`src/rtl/stage_4_pkg.sv`:
```
// ============================================================================
// Module      : stage_4_pkg
// Description : Shared constants, FSM state type and helper functions for the
//               RV32I memory-access stage (stage_4) and its load formatter.
// Revision    : 1.0 - initial release
// ============================================================================
`default_nettype none

package stage_4_pkg;

   // Opcodes the stage needs to recognise
   localparam logic [6:0] OP_LOAD   = 7'b0000011;
   localparam logic [6:0] OP_STORE  = 7'b0100011;
   localparam logic [6:0] OP_BRANCH = 7'b1100011;

   // Load width/sign codes
   localparam logic [2:0] F3_LB  = 3'b000;
   localparam logic [2:0] F3_LH  = 3'b001;
   localparam logic [2:0] F3_LW  = 3'b010;
   localparam logic [2:0] F3_LBU = 3'b100;
   localparam logic [2:0] F3_LHU = 3'b101;

   // Store width codes
   localparam logic [2:0] F3_SB  = 3'b000;
   localparam logic [2:0] F3_SH  = 3'b001;
   localparam logic [2:0] F3_SW  = 3'b010;

   // Bus-access FSM states
   typedef enum logic [0:0] {
      ST_IDLE     = 1'b0,
      ST_WAIT_ACK = 1'b1
   } state_t;

   function automatic logic [31:0] sign_extend_8(input logic [7:0] v);
      return {{24{v[7]}}, v};
   endfunction

   function automatic logic [31:0] sign_extend_16(input logic [15:0] v);
      return {{16{v[15]}}, v};
   endfunction

   // Byte enables for a store; the low address bits only steer byte/half lanes
   function automatic logic [3:0] store_be(input logic [2:0] f3, input logic [1:0] a);
      case (f3[1:0])
         2'b00:   return 4'b0001 << a;
         2'b01:   return 4'b0011 << {a[1], 1'b0};
         default: return 4'hF;
      endcase
   endfunction

   // Store data replicated into every lane so the enables alone pick the target
   function automatic logic [31:0] store_wdata(input logic [2:0] f3, input logic [31:0] d);
      case (f3[1:0])
         2'b00:   return {4{d[7:0]}};
         2'b01:   return {2{d[15:0]}};
         default: return d;
      endcase
   endfunction

   // Halfword needs a[0]=0, word needs a[1:0]=0; bytes are never misaligned
   function automatic logic is_misaligned(input logic [2:0] f3, input logic [1:0] a);
      case (f3[1:0])
         2'b01:   return a[0];
         2'b10:   return |a;
         default: return 1'b0;
      endcase
   endfunction

   // Register write only for real destinations of result-producing opcodes
   function automatic logic wb_enable(input logic [4:0] rd, input logic [6:0] opcode);
      return (rd != 5'd0) && (opcode != OP_STORE) && (opcode != OP_BRANCH);
   endfunction

endpackage

`default_nettype wire

```
`src/rtl/stage_4_load_align.sv`:
```
// ============================================================================
// Module      : stage_4_load_align
// Description : Combinational load formatter: selects byte/half by address
//               and sign- or zero-extends according to the load width code.
// Revision    : 1.0 - initial release
// ============================================================================
`default_nettype none

module stage_4_load_align
   import stage_4_pkg::*;
(
   input  logic [31:0] rdata,
   input  logic [1:0]  addr,
   input  logic [2:0]  func_3,
   output logic [31:0] data
);

   logic [7:0]  w_byte;
   logic [15:0] w_half;

   // Lane selection and extension of the returned word
   always_comb begin
      w_byte = rdata[7:0];
      case (addr)
         2'd0:    w_byte = rdata[7:0];
         2'd1:    w_byte = rdata[15:8];
         2'd2:    w_byte = rdata[23:16];
         default: w_byte = rdata[31:24];
      endcase
      w_half = addr[1] ? rdata[31:16] : rdata[15:0];
      case (func_3)
         F3_LB:   data = sign_extend_8(w_byte);
         F3_LH:   data = sign_extend_16(w_half);
         F3_LBU:  data = {24'd0, w_byte};
         F3_LHU:  data = {16'd0, w_half};
         default: data = rdata;
      endcase
   end

endmodule

`default_nettype wire

```
`src/rtl/stage_4.sv`:
```
// ============================================================================
// Module      : stage_4
// Description : RV32I memory-access stage. ALU results pass through with one
//               cycle of latency; loads/stores run on a req/ack bus and stall
//               upstream until acknowledged or timed out.
//               Optional macro MISALIGN_TRAP_EN adds o_misaligned and traps
//               misaligned half/word accesses instead of forcing alignment.
// Revision    : 1.0 - initial release
// ============================================================================
`default_nettype none

module stage_4
   import stage_4_pkg::*;
#(
   parameter int TIMEOUT_CYCLES = 16
)(
   input  logic        clk,
   input  logic        rst,
   input  logic        i_valid,
   input  logic [31:0] i_alu_out,
   input  logic [31:0] i_rs_2,
   input  logic [4:0]  i_rd_num,
   input  logic [6:0]  i_opcode,
   input  logic [2:0]  i_func_3,
   input  logic        i_op_type,
   output logic        o_stall,
   output logic        mem_req,
   output logic        mem_we,
   output logic [31:0] mem_addr,
   output logic [31:0] mem_wdata,
   output logic [3:0]  mem_be,
   input  logic [31:0] mem_rdata,
   input  logic        mem_ack,
   output logic        o_valid,
   output logic [4:0]  o_rd_num,
   output logic [31:0] o_wb_data,
   output logic        o_wb_en,
   output logic        o_bus_err
`ifdef MISALIGN_TRAP_EN
   ,
   output logic        o_misaligned
`endif
);

   localparam int CNT_W = (TIMEOUT_CYCLES > 1) ? $clog2(TIMEOUT_CYCLES) : 1;
   localparam logic [CNT_W-1:0] c_TMO_LAST =
      CNT_W'((TIMEOUT_CYCLES > 0) ? (TIMEOUT_CYCLES - 1) : 0);

   state_t             r_state;
   state_t             w_next;
   logic [CNT_W-1:0]   r_cnt;
   logic [31:0]        r_addr;
   logic [4:0]         r_rd;
   logic [6:0]         r_opcode;
   logic [2:0]         r_func3;
   logic [31:0]        w_load_val;
   logic               w_tmo_hit;
   logic               w_mis_trap;

   assign w_tmo_hit = (TIMEOUT_CYCLES != 0) && (r_cnt == c_TMO_LAST);

`ifdef MISALIGN_TRAP_EN
   assign w_mis_trap = is_misaligned(i_func_3, i_alu_out[1:0]);
`else
   assign w_mis_trap = 1'b0;
`endif

   stage_4_load_align u_load_align (
      .rdata  (mem_rdata),
      .addr   (r_addr[1:0]),
      .func_3 (r_func3),
      .data   (w_load_val)
   );

   // FSM state register
   always_ff @(posedge clk or posedge rst) begin
      if (rst) r_state <= ST_IDLE;
      else     r_state <= w_next;
   end

   // Next-state decode and upstream stall
   always_comb begin
      w_next  = r_state;
      o_stall = 1'b0;
      case (r_state)
         ST_IDLE: begin
            if (i_valid && i_op_type && !w_mis_trap) w_next = ST_WAIT_ACK;
         end
         ST_WAIT_ACK: begin
            o_stall = 1'b1;
            if (mem_ack || w_tmo_hit) w_next = ST_IDLE;
         end
         default: w_next = ST_IDLE;
      endcase
   end

   // Bus request, access latch, timeout counter and writeback bundle
   always_ff @(posedge clk or posedge rst) begin
      if (rst) begin
         r_cnt     <= '0;
         r_addr    <= '0;
         r_rd      <= '0;
         r_opcode  <= '0;
         r_func3   <= '0;
         mem_req   <= 1'b0;
         mem_we    <= 1'b0;
         mem_addr  <= '0;
         mem_wdata <= '0;
         mem_be    <= '0;
         o_valid   <= 1'b0;
         o_rd_num  <= '0;
         o_wb_data <= '0;
         o_wb_en   <= 1'b0;
         o_bus_err <= 1'b0;
`ifdef MISALIGN_TRAP_EN
         o_misaligned <= 1'b0;
`endif
      end else begin
         o_valid   <= 1'b0;
         o_bus_err <= 1'b0;
`ifdef MISALIGN_TRAP_EN
         o_misaligned <= 1'b0;
`endif
         case (r_state)
            ST_IDLE: begin
               r_cnt <= '0;
               if (i_valid && !i_op_type) begin
                  o_valid   <= 1'b1;
                  o_rd_num  <= i_rd_num;
                  o_wb_data <= i_alu_out;
                  o_wb_en   <= wb_enable(i_rd_num, i_opcode);
               end else if (i_valid && w_mis_trap) begin
                  o_valid   <= 1'b1;
                  o_rd_num  <= i_rd_num;
                  o_wb_data <= i_alu_out;
                  o_wb_en   <= 1'b0;
`ifdef MISALIGN_TRAP_EN
                  o_misaligned <= 1'b1;
`endif
               end else if (i_valid) begin
                  r_addr    <= i_alu_out;
                  r_rd      <= i_rd_num;
                  r_opcode  <= i_opcode;
                  r_func3   <= i_func_3;
                  mem_req   <= 1'b1;
                  mem_we    <= (i_opcode == OP_STORE);
                  mem_addr  <= {i_alu_out[31:2], 2'b00};
                  mem_be    <= (i_opcode == OP_STORE) ? store_be(i_func_3, i_alu_out[1:0]) : 4'hF;
                  mem_wdata <= store_wdata(i_func_3, i_rs_2);
               end
            end
            ST_WAIT_ACK: begin
               r_cnt <= r_cnt + 1'b1;
               if (mem_ack) begin
                  // Stores report their effective address; nothing is written back
                  mem_req   <= 1'b0;
                  o_valid   <= 1'b1;
                  o_rd_num  <= r_rd;
                  o_wb_en   <= wb_enable(r_rd, r_opcode);
                  o_wb_data <= (r_opcode == OP_STORE) ? r_addr : w_load_val;
               end else if (w_tmo_hit) begin
                  mem_req   <= 1'b0;
                  o_valid   <= 1'b1;
                  o_bus_err <= 1'b1;
                  o_rd_num  <= r_rd;
                  o_wb_en   <= 1'b0;
                  o_wb_data <= '0;
               end
            end
            default: ;
         endcase
      end
   end

endmodule

`default_nettype wire

```
`config.mk`:
```
export PLATFORM = sky130hd
export DESIGN_NAME = stage_4
export DESIGN_NICKNAME = d
export VERILOG_FILES = /design/src/rtl/stage_4_pkg.sv /design/src/rtl/stage_4_load_align.sv /design/src/rtl/stage_4.sv
export SDC_FILE = /design/constraint.sdc
export NUM_CORES = 1
export LEC_CHECK = 0
export CORE_UTILIZATION = 42
export CTS_BUF_LIST = sky130_fd_sc_hd__clkbuf_8 sky130_fd_sc_hd__clkbuf_16
export DETAILED_ROUTE_END_ITERATION = 16
export PLACE_DENSITY = 0.81
export SLEW_MARGIN = 10
export SYNTH_ARGS = -nofsm -noshare
export SYNTH_HDL_FRONTEND = slang
export SYNTH_SLANG_ARGS = --single-unit
```
`constraint.sdc`:
```
create_clock -name clk -period 4.1 [get_ports clk]
set_input_delay 0.82 -clock clk [delete_from_list [all_inputs] [get_ports clk]]
set_output_delay 0.82 -clock clk [all_outputs]
set_load 0.1 [all_outputs]
```
# Word-level counts from Yosys, hierarchy flattened
# Cells that the tools add are included.
# word_totals
out_inout_bits,111
ramBits,0
in_bits,116
rom_bits,0
reg_bits,160
latchBits,0
memories,0
wordCells,88
# op_classes
n_shift,2
bitwise_logic,2
addsub,1
eq_ne,17
n_lt_le_gt_ge,0
reduce_logical,16
muxes,34
div_mod_pow,0
n_mul,0
# op_table
cell,n
2-to-1 mux 32 bit,4
case mux 32 bit (2 select lines),2
case mux 32 bit (4 select lines),1
case mux 8 bit (3 select lines),1
2-to-1 mux 16 bit,1
case mux 4 bit (2 select lines),2
2-to-1 mux 5 bit,3
equality test 7 x 6 -> 1 bit (second input constant),2
2-to-1 mux 1 bit,14
!= test 7 x 6 -> 1 bit (second input constant),2
!= test 7 bit (second input constant),2
case mux 5 bit (2 select lines),1
nonzero test 5 bit,2
case mux 1 bit (2 select lines),4
equality test 3 bit (second input constant),2
logical AND 1 bit,6
!= test 2 bit (second input constant),3
AND reduction 3 bit,2
adder 4 x 1 -> 4 bit (second input constant),1
equality test 2 x 1 -> 1 bit (second input constant),2
equality test 4 bit (second input constant),1
logical NOT 2 bit,2
2-to-1 mux 4 bit,1
left shift 1 x 2 -> 4 bit (first input constant),1
other kinds (9),10

# Depth between registers and ports, before layout
# depth
word_depth,6
mapped_depth,8

# Hierarchy
# From an unflattened synthesis, not the netlist that was laid out.
# unflattened
cells_unflattened,862
hier_area_um2,7070.5
# modules_own_cells
module,n_inst,cells_per_inst,seq_area_each_um2,area_each_um2
stage_4,1,731,3253.1,6347.3
stage_4_load_align,1,131,0.0,723.2

# Worst setup path before layout
# OpenSTA, ideal clock, no wires.
# synth_path
path_type,reg2reg
from,reg r_state
to,reg o_wb_data[17]
n_path_buf,3
arrival_time_ns,2.094
setup_time_ns,0.132
slack_ns,1.874
period_less_slack_ns,2.226
t_required_ns,3.968
stages_incl_launch_ff,8
path_cell_list,dfrtp_1 buf_4 nand2_2 o311a_1 buf_2 clkbuf_1 a221oi_1 a21oi_1
# synth_via
elab_chain_len,3
elab_cells_between_ends,5
# synth_rtl
element,line_no,text
"start, declared",stage_4.sv:49,state_t r_state;
"start signal, assigned",stage_4.sv:78,else r_state <= w_next;
inverter 1 bit (no source line),n/a,
!= test 2 bit (no source line),n/a,
AND reduction 2 bit (no source line),n/a,
"end signal, assigned",stage_4.sv:130,o_wb_data <= i_alu_out;
"end signal, assigned",stage_4.sv:135,o_wb_data <= i_alu_out;
"end signal, assigned",stage_4.sv:160,o_wb_data <= (r_opcode == OP_STORE) ? r_addr : w_load_val;
"end, declared",stage_4.sv:36,"output logic [31:0] o_wb_data,"
# Several ways; a longest one is shown, not always the timed one.
# A chain may end at the register's enable or synchronous reset.

# Final worst setup path
# layout_path
from,reg r_state
to,out o_stall
# layout_via
elab_chain_len,1
# layout_rtl
element,line_no,text
2-to-1 mux 1 bit,stage_4.sv:85,case (r_state)
"end, declared",stage_4.sv:26,"output logic o_stall,"
# No other way between the ends.

==> metrics.md <==
| Metric | Value |
|---|---|
| Synth warnings | 0 |
| Most frequent cells in the layout | 224 x clkdlybuf4s50_1, 203 x nand2_1, 130 x dfrtp_1, 45 x mux2i_1, 44 x nor2_1 |
| CTS tree | done |
| Nets | 1011 |
| Commonest non-fill, non-tap cell in the layout | clkdlybuf4s50_1 |
| WP buf/inv | 1 |
| CP delay by family, top | buffers and inverters |
| PortBufs | ~220 |
| First element of the critical path | r_state |
| Synth Cell Area | between 6000 and 7000 sq um |
| Worst-Skew Late Latency | about 420 ps |
| Clock Path Buffers | 2 |
| CP Data Required Time | ~3300 ps |
| Hold Violations, Final | 0 |
| Layout cell share with drive strength beyond 1 | between 6 and 7% |
| Total track usage | a little over a quarter |
| Predominant post-synthesis flop cell | dfrtp_1 |
| Routed WL | roughly 20000 um |
| FP Rows | 45 |
| Post-route ant nets | 0 |
| Core Region | ~15000 sq um |
| Fin area | between 9000 and 10000 sq um |
| Vias in the first global route | roughly 6100 |
| ANT cells | 0 |
| Crit share post-route | between 70% and 80% |
| Status | finished, final reports clean |
| # setup viols final | 0 |
| Worst EP arrival | between 2000 and 2500 ps |
| Hold_buf cts | 0 |
| Setup CP Type | register to output pin |
| Post-synth EDFFs | 0 |
| First-pass DRT Iterations | 5 |
| Setup TNS | 0 ps |
| CTS sink cnt | 130 |
| Pin count of the biggest net entering global routing | 73 |
| RR Endpoint | o_wb_data[1] |
| Max-cap viol count | 0 |
| Cells after Synth | a little over 700 |
| Distinct cells, synth | between 50 and 60 |
| Routed length per instance | roughly 18 um |
| CTS buffer count | 17 |
| Postcts setup bufs | 0 |
| Worst-path clk slew | about 60 ps |
| Max Slew Vio Count | 0 |
| Die width | 127 um |
| HPWL Detailed | between 10000 and 15000 um |
| Root Buffer | clkbuf_16 |
| Critical Path Fanout Max | 13 |
| CP peak stage delay | roughly 1200 ps |
| Worst slew pin tran | roughly 1000 ps |
| RR Startpoint | r_func3[1] |
| Crit path capture | o_stall |
| Crit. End Element | output pin |
| Worst reg-to-reg path cell count | 4 |
| Setup Skew | roughly 7.5 ps |
| CP max-delay cell | clkdlybuf4s50_1 |
| Post-cts resize count | 0 |
| Initial Utilization | a little over two fifths |
| Syn Area/Cell | just over 9 sq um |
| Worst hold slack | between 400 and 500 ps |
| Area Growth Syn to Fin | 40.9% |
| Initial antenna violation count | 0 |
| HP Class | register to register |
| Power Density | 659 nW/um^2 |
| Post-DP Area | 8740 sq um |
| Max-slew headroom | a little under a third |
| DRC | 0 |
| Critical Path, Cell by Cell | clkdlybuf4s50_1 |
| First-pass GRT wire length | 32300 um |
| Initial drt markers | 431 |
| Grt ovf | 0 |
| Min Clock Period, post-route | ~3200 ps |
| I/O pins | between 200 and 250 |
| Via count | 6059 |
| Sequential element share of the synthesized area | 49.3% |
| Fmax | approximately 0.32 GHz |
| R2R Setup Slk | 1380 ps |
| Die Height | 127 um |
| Setup WS pre-CTS | approximately 1200 ps |
| Placer Congestion | 0.843 |
| H-Tree Depth | 4 |
| VDD IR-drop max | ~0.00037 V |
| Via density | between 5 and 6 |
| RSZ-0062 raised after global routing | false |
| Number of synthesized register bits | 130 |
| WP depth | 1 |
| Die ar. | between 15000 and 20000 sq um |
| Slack of the critical path | ~940 ps |
| Power Total | a little over 6 mW |
| Crit start category | register |
| P_leak | 4.06 nW |
| Async SR Flop Fraction | between 90% and 100% |
==> flip-flops by register name (all words and copies together) (netlist names) <==
signal	cells
o_rd_num	5
o_wb_data	32
o_bus_err	1
r_cnt	4
o_wb_en	1
r_addr	32
mem_be	4
o_valid	1
r_state	1
mem_req	1
r_func3	3
r_rd	5
r_opcode	7
mem_wdata	32
mem_we	1
==> power by group <==
part           switching [mW]  internal [mW]  total [mW]
sequential              0.209           1.55        1.75
clock                   0.561          0.869        1.43
combinational            2.24          0.711        2.95
==> kinds of logic (layout without fill, tap and decap cells) <==
logic type      count (synthesis)  after routing  share of synthesized area [%]
buf+inv                        96            279                           7.87
flops                         130            130                           49.3
simple gates                  280            280                           17.6
xor+xnor                        2              2                          0.266
compound gates                165            165                           17.3
fa+ha+maj                       1              1                          0.190
mux                            47             47                           7.38
other cells                     1              2                         0.0568
==> layout make-up <==
cell class,instances,area (sq um)
flip-flops and latches,130,3250
clock inverters,11,90.1
clock buffers,20,467
fillers,1280,5960
well taps,211,264
multi-input cells,497,2840
inverters,15,60.1
repair buffers,233,2320
==> cells in the mapped netlist (8+ instances only) <==
library cell	n	area share, %
o21ai_0	42	3.2
mux2i_1	45	6.8
buf_4	39	4.4
o211ai_1	23	2.6
buf_2	10	0.76
inv_1	12	0.68
nor2_1	44	2.5
nand3_1	9	0.68
clkbuf_1	29	1.6
a221oi_1	32	4.2
o21a_1	8	0.91
a21oi_1	37	2.8
nand2_1	203	12
a221o_1	8	1.2
dfrtp_1	130	49
==> worst min-delay path by stage <==
stage	from	to	slack (ps)	cells past startpoint
finish	r_cnt[0]	r_cnt[0]	460	1
global route	r_cnt[0]	r_cnt[0]	490	1
CTS	r_cnt[0]	r_cnt[0]	460	1
detailed placement	r_cnt[0]	r_cnt[0]	460	1
global placement	r_cnt[0]	r_cnt[0]	440	1
floorplan	r_cnt[0]	r_cnt[0]	420	1
==> stage by stage <==
stage | instances | util (%)
after floorplan | 723 | -
after global placement | 1086 | 57.3
after detailed placement | 1086 | 57.3
after CTS | 1117 | 60.9
after global routing | 1117 | 60.9
final | 1117 | 60.9
==> metal layers <==
metal  share of wire [%]  GRT usage [%]
met3                 9.6           8.17
met5                   0              0
met1                  40           31.8
met2                  48           42.8
met4                 3.1           11.5
Note: power is estimated with default switching activity, not from simulation.
